<file path="src/rtl/if_fetch_stage_pkg.sv">
// ---------------------------------------------------------------------------
// if_fetch_stage_pkg
//   Shared types and constants for the instruction-fetch stage.
//   - RESET_PC_DEFAULT : default PC after reset.
//   - npc_op_e         : next-PC selector encodings, shared with the ctrl stage
//                        (a redirect is raised when this is not NPC_PLUS4 and
//                        the branch resolves taken).
//   - fetch_entry_t    : {pc, instr} record buffered toward decode.
//   - word_align()     : clears the byte-offset bits of an address.
// ---------------------------------------------------------------------------
package if_fetch_stage_pkg;

  localparam logic [31:0] RESET_PC_DEFAULT = 32'h0000_0000;

  typedef enum logic [1:0] {
    NPC_PLUS4  = 2'd0,
    NPC_BRANCH = 2'd1,
    NPC_JUMP   = 2'd2,
    NPC_JALR   = 2'd3
  } npc_op_e;

  typedef struct packed {
    logic [31:0] pc;
    logic [31:0] instr;
  } fetch_entry_t;

  function automatic logic [31:0] word_align(input logic [31:0] addr);
    return {addr[31:2], 2'b00};
  endfunction

endpackage

</file>
<file path="src/rtl/if_fetch_stage_fifo.sv">
// ---------------------------------------------------------------------------
// fetch_fifo
//   Small show-ahead FIFO: the head entry is visible on head_data whenever
//   count != 0. Synchronous flush (wins over push/pop), asynchronous reset.
//   Ports:
//     clk, rst    clock, async active-high reset
//     flush       empty the FIFO at the next edge
//     push/push_data  write request; accepted when not full or popping
//     pop         remove the head (ignored when empty)
//     head_data   current head entry (undefined when count == 0)
//     count       number of stored entries, 0..DEPTH
// ---------------------------------------------------------------------------
module fetch_fifo #(
  parameter int DEPTH = 2,
  parameter int WIDTH = 64,
  parameter int CNT_W = $clog2(DEPTH) + 1
) (
  input  logic             clk,
  input  logic             rst,
  input  logic             flush,
  input  logic             push,
  input  logic [WIDTH-1:0] push_data,
  input  logic             pop,
  output logic [WIDTH-1:0] head_data,
  output logic [CNT_W-1:0] count
);

  localparam int PTR_W = (DEPTH > 1) ? $clog2(DEPTH) : 1;

  logic [WIDTH-1:0] mem_q [DEPTH];
  logic [PTR_W-1:0] wr_ptr_q, wr_ptr_d;
  logic [PTR_W-1:0] rd_ptr_q, rd_ptr_d;
  logic [CNT_W-1:0] count_q, count_d;
  logic             do_push, do_pop;

  always_comb begin
    do_pop   = pop && (count_q != '0);
    // When full, a push is only legal because the head leaves this same cycle;
    // the write then lands in the slot being vacated.
    do_push  = push && ((count_q != CNT_W'(DEPTH)) || do_pop);
    wr_ptr_d = wr_ptr_q;
    rd_ptr_d = rd_ptr_q;
    count_d  = count_q;
    if (flush) begin
      wr_ptr_d = '0;
      rd_ptr_d = '0;
      count_d  = '0;
    end else begin
      if (do_push) wr_ptr_d = wr_ptr_q + PTR_W'(1);
      if (do_pop)  rd_ptr_d = rd_ptr_q + PTR_W'(1);
      if (do_push && !do_pop)      count_d = count_q + CNT_W'(1);
      else if (do_pop && !do_push) count_d = count_q - CNT_W'(1);
    end
  end

  always_ff @(posedge clk or posedge rst) begin
    if (rst) begin
      wr_ptr_q <= '0;
      rd_ptr_q <= '0;
      count_q  <= '0;
    end else begin
      wr_ptr_q <= wr_ptr_d;
      rd_ptr_q <= rd_ptr_d;
      count_q  <= count_d;
    end
  end

  // Storage needs no reset: entries are only observed behind count.
  always_ff @(posedge clk) begin
    if (do_push && !flush) mem_q[wr_ptr_q] <= push_data;
  end

  assign head_data = mem_q[rd_ptr_q];
  assign count     = count_q;

endmodule

</file>
<file path="src/rtl/if_fetch_stage.sv">
// ---------------------------------------------------------------------------
// if_fetch_stage
//   Instruction fetch: owns the PC, issues in-order requests to instruction
//   memory, buffers responses and presents {pc, instr} to decode.
//   Ports:
//     clk, rst                         clock, async active-high reset
//     imem_req_valid/ready/addr        fetch request channel (addr word aligned)
//     imem_rsp_valid/data              in-order response channel
//     redirect_valid/pc                EX redirect (taken branch, jal, jalr)
//     if_valid/ready, if_pc/instr      handshake toward decode
// ---------------------------------------------------------------------------
module if_fetch_stage
  import if_fetch_stage_pkg::*;
#(
  parameter logic [31:0] RESET_PC   = RESET_PC_DEFAULT,
  parameter int          FIFO_DEPTH = 2
) (
  input  logic        clk,
  input  logic        rst,
  output logic        imem_req_valid,
  input  logic        imem_req_ready,
  output logic [31:0] imem_req_addr,
  input  logic        imem_rsp_valid,
  input  logic [31:0] imem_rsp_data,
  input  logic        redirect_valid,
  input  logic [31:0] redirect_pc,
  output logic        if_valid,
  input  logic        if_ready,
  output logic [31:0] if_pc,
  output logic [31:0] if_instr
);

  localparam int CNT_W    = $clog2(FIFO_DEPTH) + 1;
  localparam int CREDIT_W = CNT_W + 1;

  logic [31:0]         pc_q, pc_d;
  logic [CNT_W-1:0]    inflight_q, inflight_d;
  logic [CNT_W-1:0]    drop_q, drop_d;
  logic [CNT_W-1:0]    buf_count, tag_count;
  logic [CREDIT_W-1:0] credit;
  logic [31:0]         tag_head;
  fetch_entry_t        buf_head, buf_push_data;
  logic                req_fire, rsp_take, rsp_push, if_fire;

  // Every buffered entry and every outstanding request holds a credit, so a
  // returning response always finds room in the buffer.
  assign credit         = {1'b0, inflight_q} + {1'b0, buf_count};
  assign imem_req_valid = !rst && !redirect_valid && (credit < CREDIT_W'(FIFO_DEPTH));
  assign imem_req_addr  = pc_q;
  assign req_fire       = imem_req_valid && imem_req_ready;

  // A response with nothing outstanding is a protocol error and is ignored.
  assign rsp_take = imem_rsp_valid && (inflight_q != '0);
  // Wrong-path words (pending drops, or arriving during a redirect) are
  // consumed but never buffered; the tag queue only holds right-path PCs.
  assign rsp_push = rsp_take && (drop_q == '0) && !redirect_valid && (tag_count != '0);

  assign if_valid = (buf_count != '0);
  assign if_fire  = if_valid && if_ready;
  assign if_pc    = if_valid ? buf_head.pc    : 32'h0;
  assign if_instr = if_valid ? buf_head.instr : 32'h0;

  assign buf_push_data = '{pc: tag_head, instr: imem_rsp_data};

  always_comb begin
    inflight_d = inflight_q;
    if (req_fire && !rsp_take)      inflight_d = inflight_q + CNT_W'(1);
    else if (rsp_take && !req_fire) inflight_d = inflight_q - CNT_W'(1);

    drop_d = drop_q;
    pc_d   = pc_q;
    if (redirect_valid) begin
      // Everything still outstanding after this edge belongs to the old path.
      drop_d = inflight_d;
      pc_d   = word_align(redirect_pc);
    end else begin
      if (rsp_take && (drop_q != '0)) drop_d = drop_q - CNT_W'(1);
      if (req_fire)                   pc_d   = pc_q + 32'd4;
    end
  end

  always_ff @(posedge clk or posedge rst) begin
    if (rst) begin
      pc_q       <= word_align(RESET_PC);
      inflight_q <= '0;
      drop_q     <= '0;
    end else begin
      pc_q       <= pc_d;
      inflight_q <= inflight_d;
      drop_q     <= drop_d;
    end
  end

  // PC tags, written at issue and read back when the matching word returns.
  fetch_fifo #(
    .DEPTH (FIFO_DEPTH),
    .WIDTH (32),
    .CNT_W (CNT_W)
  ) u_tag_q (
    .clk       (clk),
    .rst       (rst),
    .flush     (redirect_valid),
    .push      (req_fire),
    .push_data (pc_q),
    .pop       (rsp_push),
    .head_data (tag_head),
    .count     (tag_count)
  );

  // {pc, instr} buffer toward decode.
  fetch_fifo #(
    .DEPTH (FIFO_DEPTH),
    .WIDTH (64),
    .CNT_W (CNT_W)
  ) u_buf (
    .clk       (clk),
    .rst       (rst),
    .flush     (redirect_valid),
    .push      (rsp_push),
    .push_data (buf_push_data),
    .pop       (if_fire),
    .head_data (buf_head),
    .count     (buf_count)
  );

endmodule
</file>
<file path="config.mk">
export PLATFORM = sky130hd
export DESIGN_NAME = if_fetch_stage
export DESIGN_NICKNAME = d
export VERILOG_FILES = /design/src/rtl/if_fetch_stage_pkg.sv /design/src/rtl/if_fetch_stage_fifo.sv /design/src/rtl/if_fetch_stage.sv
export SDC_FILE = /design/constraint.sdc
export NUM_CORES = 1
export LEC_CHECK = 0
export CAP_MARGIN = 5
export CORE_MARGIN = 2
export CORE_UTILIZATION = 23
export DETAILED_ROUTE_END_ITERATION = 8
export PLACE_DENSITY = 0.52
export REMOVE_ABC_BUFFERS = 1
export SETUP_SLACK_MARGIN = 0.02
export SLEW_MARGIN = 0
export SYNTH_ARGS = -nofsm -noshare
export SYNTH_HDL_FRONTEND = slang
export SYNTH_SLANG_ARGS = --single-unit
</file>
<file path="constraint.sdc">
create_clock -name clk -period 24.3 [get_ports clk]
set_input_delay 4.86 -clock clk [delete_from_list [all_inputs] [get_ports clk]]
set_output_delay 4.86 -clock clk [all_outputs]
set_load 0.02 [all_outputs]
</file>
==> out/results.ini <==
[logic_synthesis]
post-synth-top-area-cell = edfxtp_1
syn_avg_cell_area_um2 = 14.6
synth_flop_cell = edfxtp_1
synth_edf_count = 184
ys_seq_area_share_pct = 69.7
yosys_warnings = 0
syn_area_um2 = 9430
ys_types = 60
synthArstFlopShare_pct = 18.6
synth_area_leaders = edfxtp_1 (59%), dfrtp_1 (11%), mux2i_1 (6.7%)
synth_top_area_share_pct = 58.6
ys_seq_elements = 226
synthCells = 648

[worst_setup_path]
end_kind = output port
startpoint = rst
path_class = in2out
worstSetupStartpointType = input pin
rr_startpoint = u_buf.count[0]
path_max_fanout = 4
worstPathRequired_ns = 19.44
arrival_ns = 6.49

[clock_tree]
cts_setup_buffers = 0
numClockSinks = 226
numCtsBuffers = 27
cts_resized = 0
root_buffer = clkbuf_16
holdBufCountCts = 0
clockBufferDepth = 3
cts_tree = yes
clkLatencyLatePin_ns = 0.54
htree_levels = 1
path_clk_slew_ns = 0.06

[die]
die_h_um = 207
start_util_pct = 23.2
pin_count = 168
fp.dieW_um = 207
core_um2 = 40600
die_area_um2 = 42600
std_cell_rows = 74

[layout]
drive_above_1_share_pct = 11.9
layout_common_cells = edfxtp_1 (184), clkdlybuf4s50_1 (160), nor2_1 (83)
final_common_cell = edfxtp_1
nets = 888
area_delta_synth_final_pct = 32.9
fin_util_pct = 30.8
diodes = 0
fill_cells = 4074

[worst_hold_path]
hold_path.class = reg2reg
hold_start = u_tag_q.mem_q[1][6]

[sta]
worst_slew_pin_slew_ns = 1.04
slew_headroom_pct = 30.6
setup_tns_ns = 0
fmax_mhz = 88.1
fin_crit_ns = 11.35
final_hold_viol_count = 0
drv_slew = 0
setup_viol = 0
final.setup_skew_ns = 0.0200
rsz0062_at_grt = no
fin_crit_sh_pct = 46.7

[drt]
vias = 5893
wirelength_mm = 23.9
firstDrtPassIters = 4
drt_iter0_markers = 285
antenna_left = 0
wl_per_cell_um = 17.5
vias_per_cell = 4.32
drc = 0

[grt]
grt_max_degree = 63
overflow = 0
grt_pass1_wl_mm = 35.4
grtUsageTotal_pct = 11.0
grt_pass1_vias = 5817
antenna_found_initial = 1

[placed_design]
gp_congestion = 0.708
portBuffers = 161
dp_hpwl_mm = 14.8

[pwr]
power.density_nw_per_um2 = 78.0
ir_worst_vdd_mv = 0.0401
p_leak_nw = 4.13

[run_status]
status = finished clean

[flow_run]
maxCapViolations = 0

==> cell usage after synthesis (3+ instances only) <==
| library cell | instances |
|---|---|
| a211oi_1 | 6 |
| a21o_1 | 5 |
| a21oi_1 | 7 |
| a221o_1 | 4 |
| a22oi_1 | 6 |
| a31oi_1 | 3 |
| a32oi_1 | 3 |
| and3_1 | 4 |
| buf_1 | 7 |
| buf_2 | 9 |
| buf_4 | 4 |
| clkbuf_1 | 13 |
| clkbuf_8 | 3 |
| dfrtp_1 | 42 |
| edfxtp_1 | 184 |
| ha_1 | 3 |
| inv_1 | 10 |
| mux2_2 | 30 |
| mux2i_1 | 63 |
| nand2_1 | 34 |
| nand3_1 | 17 |
| nand4_1 | 7 |
| nor2_1 | 84 |
| nor2b_1 | 6 |
| nor3_1 | 7 |
| o211ai_1 | 7 |
| o21ai_0 | 19 |
| o311ai_0 | 8 |
| or4_1 | 3 |
| xnor2_1 | 5 |
| xor2_1 | 4 |
==> worst max-delay path, stage by stage <==
cell and delay [ns]:
clkdlybuf4s50_1 0.52, nor4_4 0.44, clkdlybuf4s50_1 0.68
==> where the power goes <==
part           total [mW]  internal, mW  switching, mW
clock               0.420         0.265          0.155
sequential          0.458         0.439         0.0192
combinational      0.0993        0.0473         0.0520
total               0.977         0.751          0.227
==> state kept, by name, indices dropped and copies added (netlist names), 2 cells and up <==
register       count
u_buf.mem_q      124
u_tag_q.mem_q     60
imem_req_addr     30
drop_q             2
inflight_q         2
u_buf.count        2
u_tag_q.count      2
==> kinds of logic (layout without fill, tap and decap cells) <==
logic type / after synthesis / after routing / synth area share [%]
compound gates: 81 / 81 / 6.10
other cells: 1 / 4 / 0.0398
buf+inv: 48 / 230 / 2.67
fa+ha+maj: 5 / 5 / 0.716
xor+xnor: 9 / 9 / 0.836
simple gates: 185 / 185 / 9.66
mux: 93 / 93 / 10.3
flops: 226 / 226 / 69.7
==> layer usage <==
layer	part of all wire [%]	global-route usage, %	up-vias
li1	-	-	2775
met1	44	14.3	2931
met3	6.7	2.70	41
met4	2.1	3.32	2
met5	0.054	0	-
met2	47	18.1	144
==> final timing paths <==
kind                       cells after the start              endpoint  slack (ns)
hold reg to reg                                1    u_buf.mem_q[1][38]        0.55
hold / removal                                 1    u_buf.mem_q[1][38]        0.55
setup / recovery                               3        imem_req_valid       12.95
setup reg to reg                               7  u_tag_q.mem_q[0][22]       20.71
max in group asynchronous                      2        u_buf.rd_ptr_q       18.50
min in group asynchronous                      2        u_buf.wr_ptr_q        5.05
==> through the flow <==
stage          power [mW]  area (um2)  hold slack [ns]  worst slack, ns  cells
4_1_cts             0.995       12500            0.550            12.93   1365
5_1_grt              1.02       12500            0.561            12.88   1365
2_1_floorplan       0.516        9230            0.507            12.34    613
3_5_place_dp        0.566       11600            0.548            12.93   1317
3_3_place_gp        0.564       11600            0.538            12.94   1317
6_report            0.977       12500            0.552            12.95   1365
==> final cells by class <==
| cell class | instances | area [um2] | share of cell area, % |
|---|---|---|---|
| multi-input cells | 377 | 2640 | 21.0 |
| flip-flops and latches | 226 | 6580 | 52.5 |
| repair buffers | 172 | 1690 | 13.5 |
| clock buffers | 36 | 739 | 5.90 |
| clock inverters | 12 | 185 | 1.48 |
| inverters | 10 | 37.5 | 0.299 |
| well taps | 532 | 666 | 5.31 |
(Power assumes the default switching activity.)
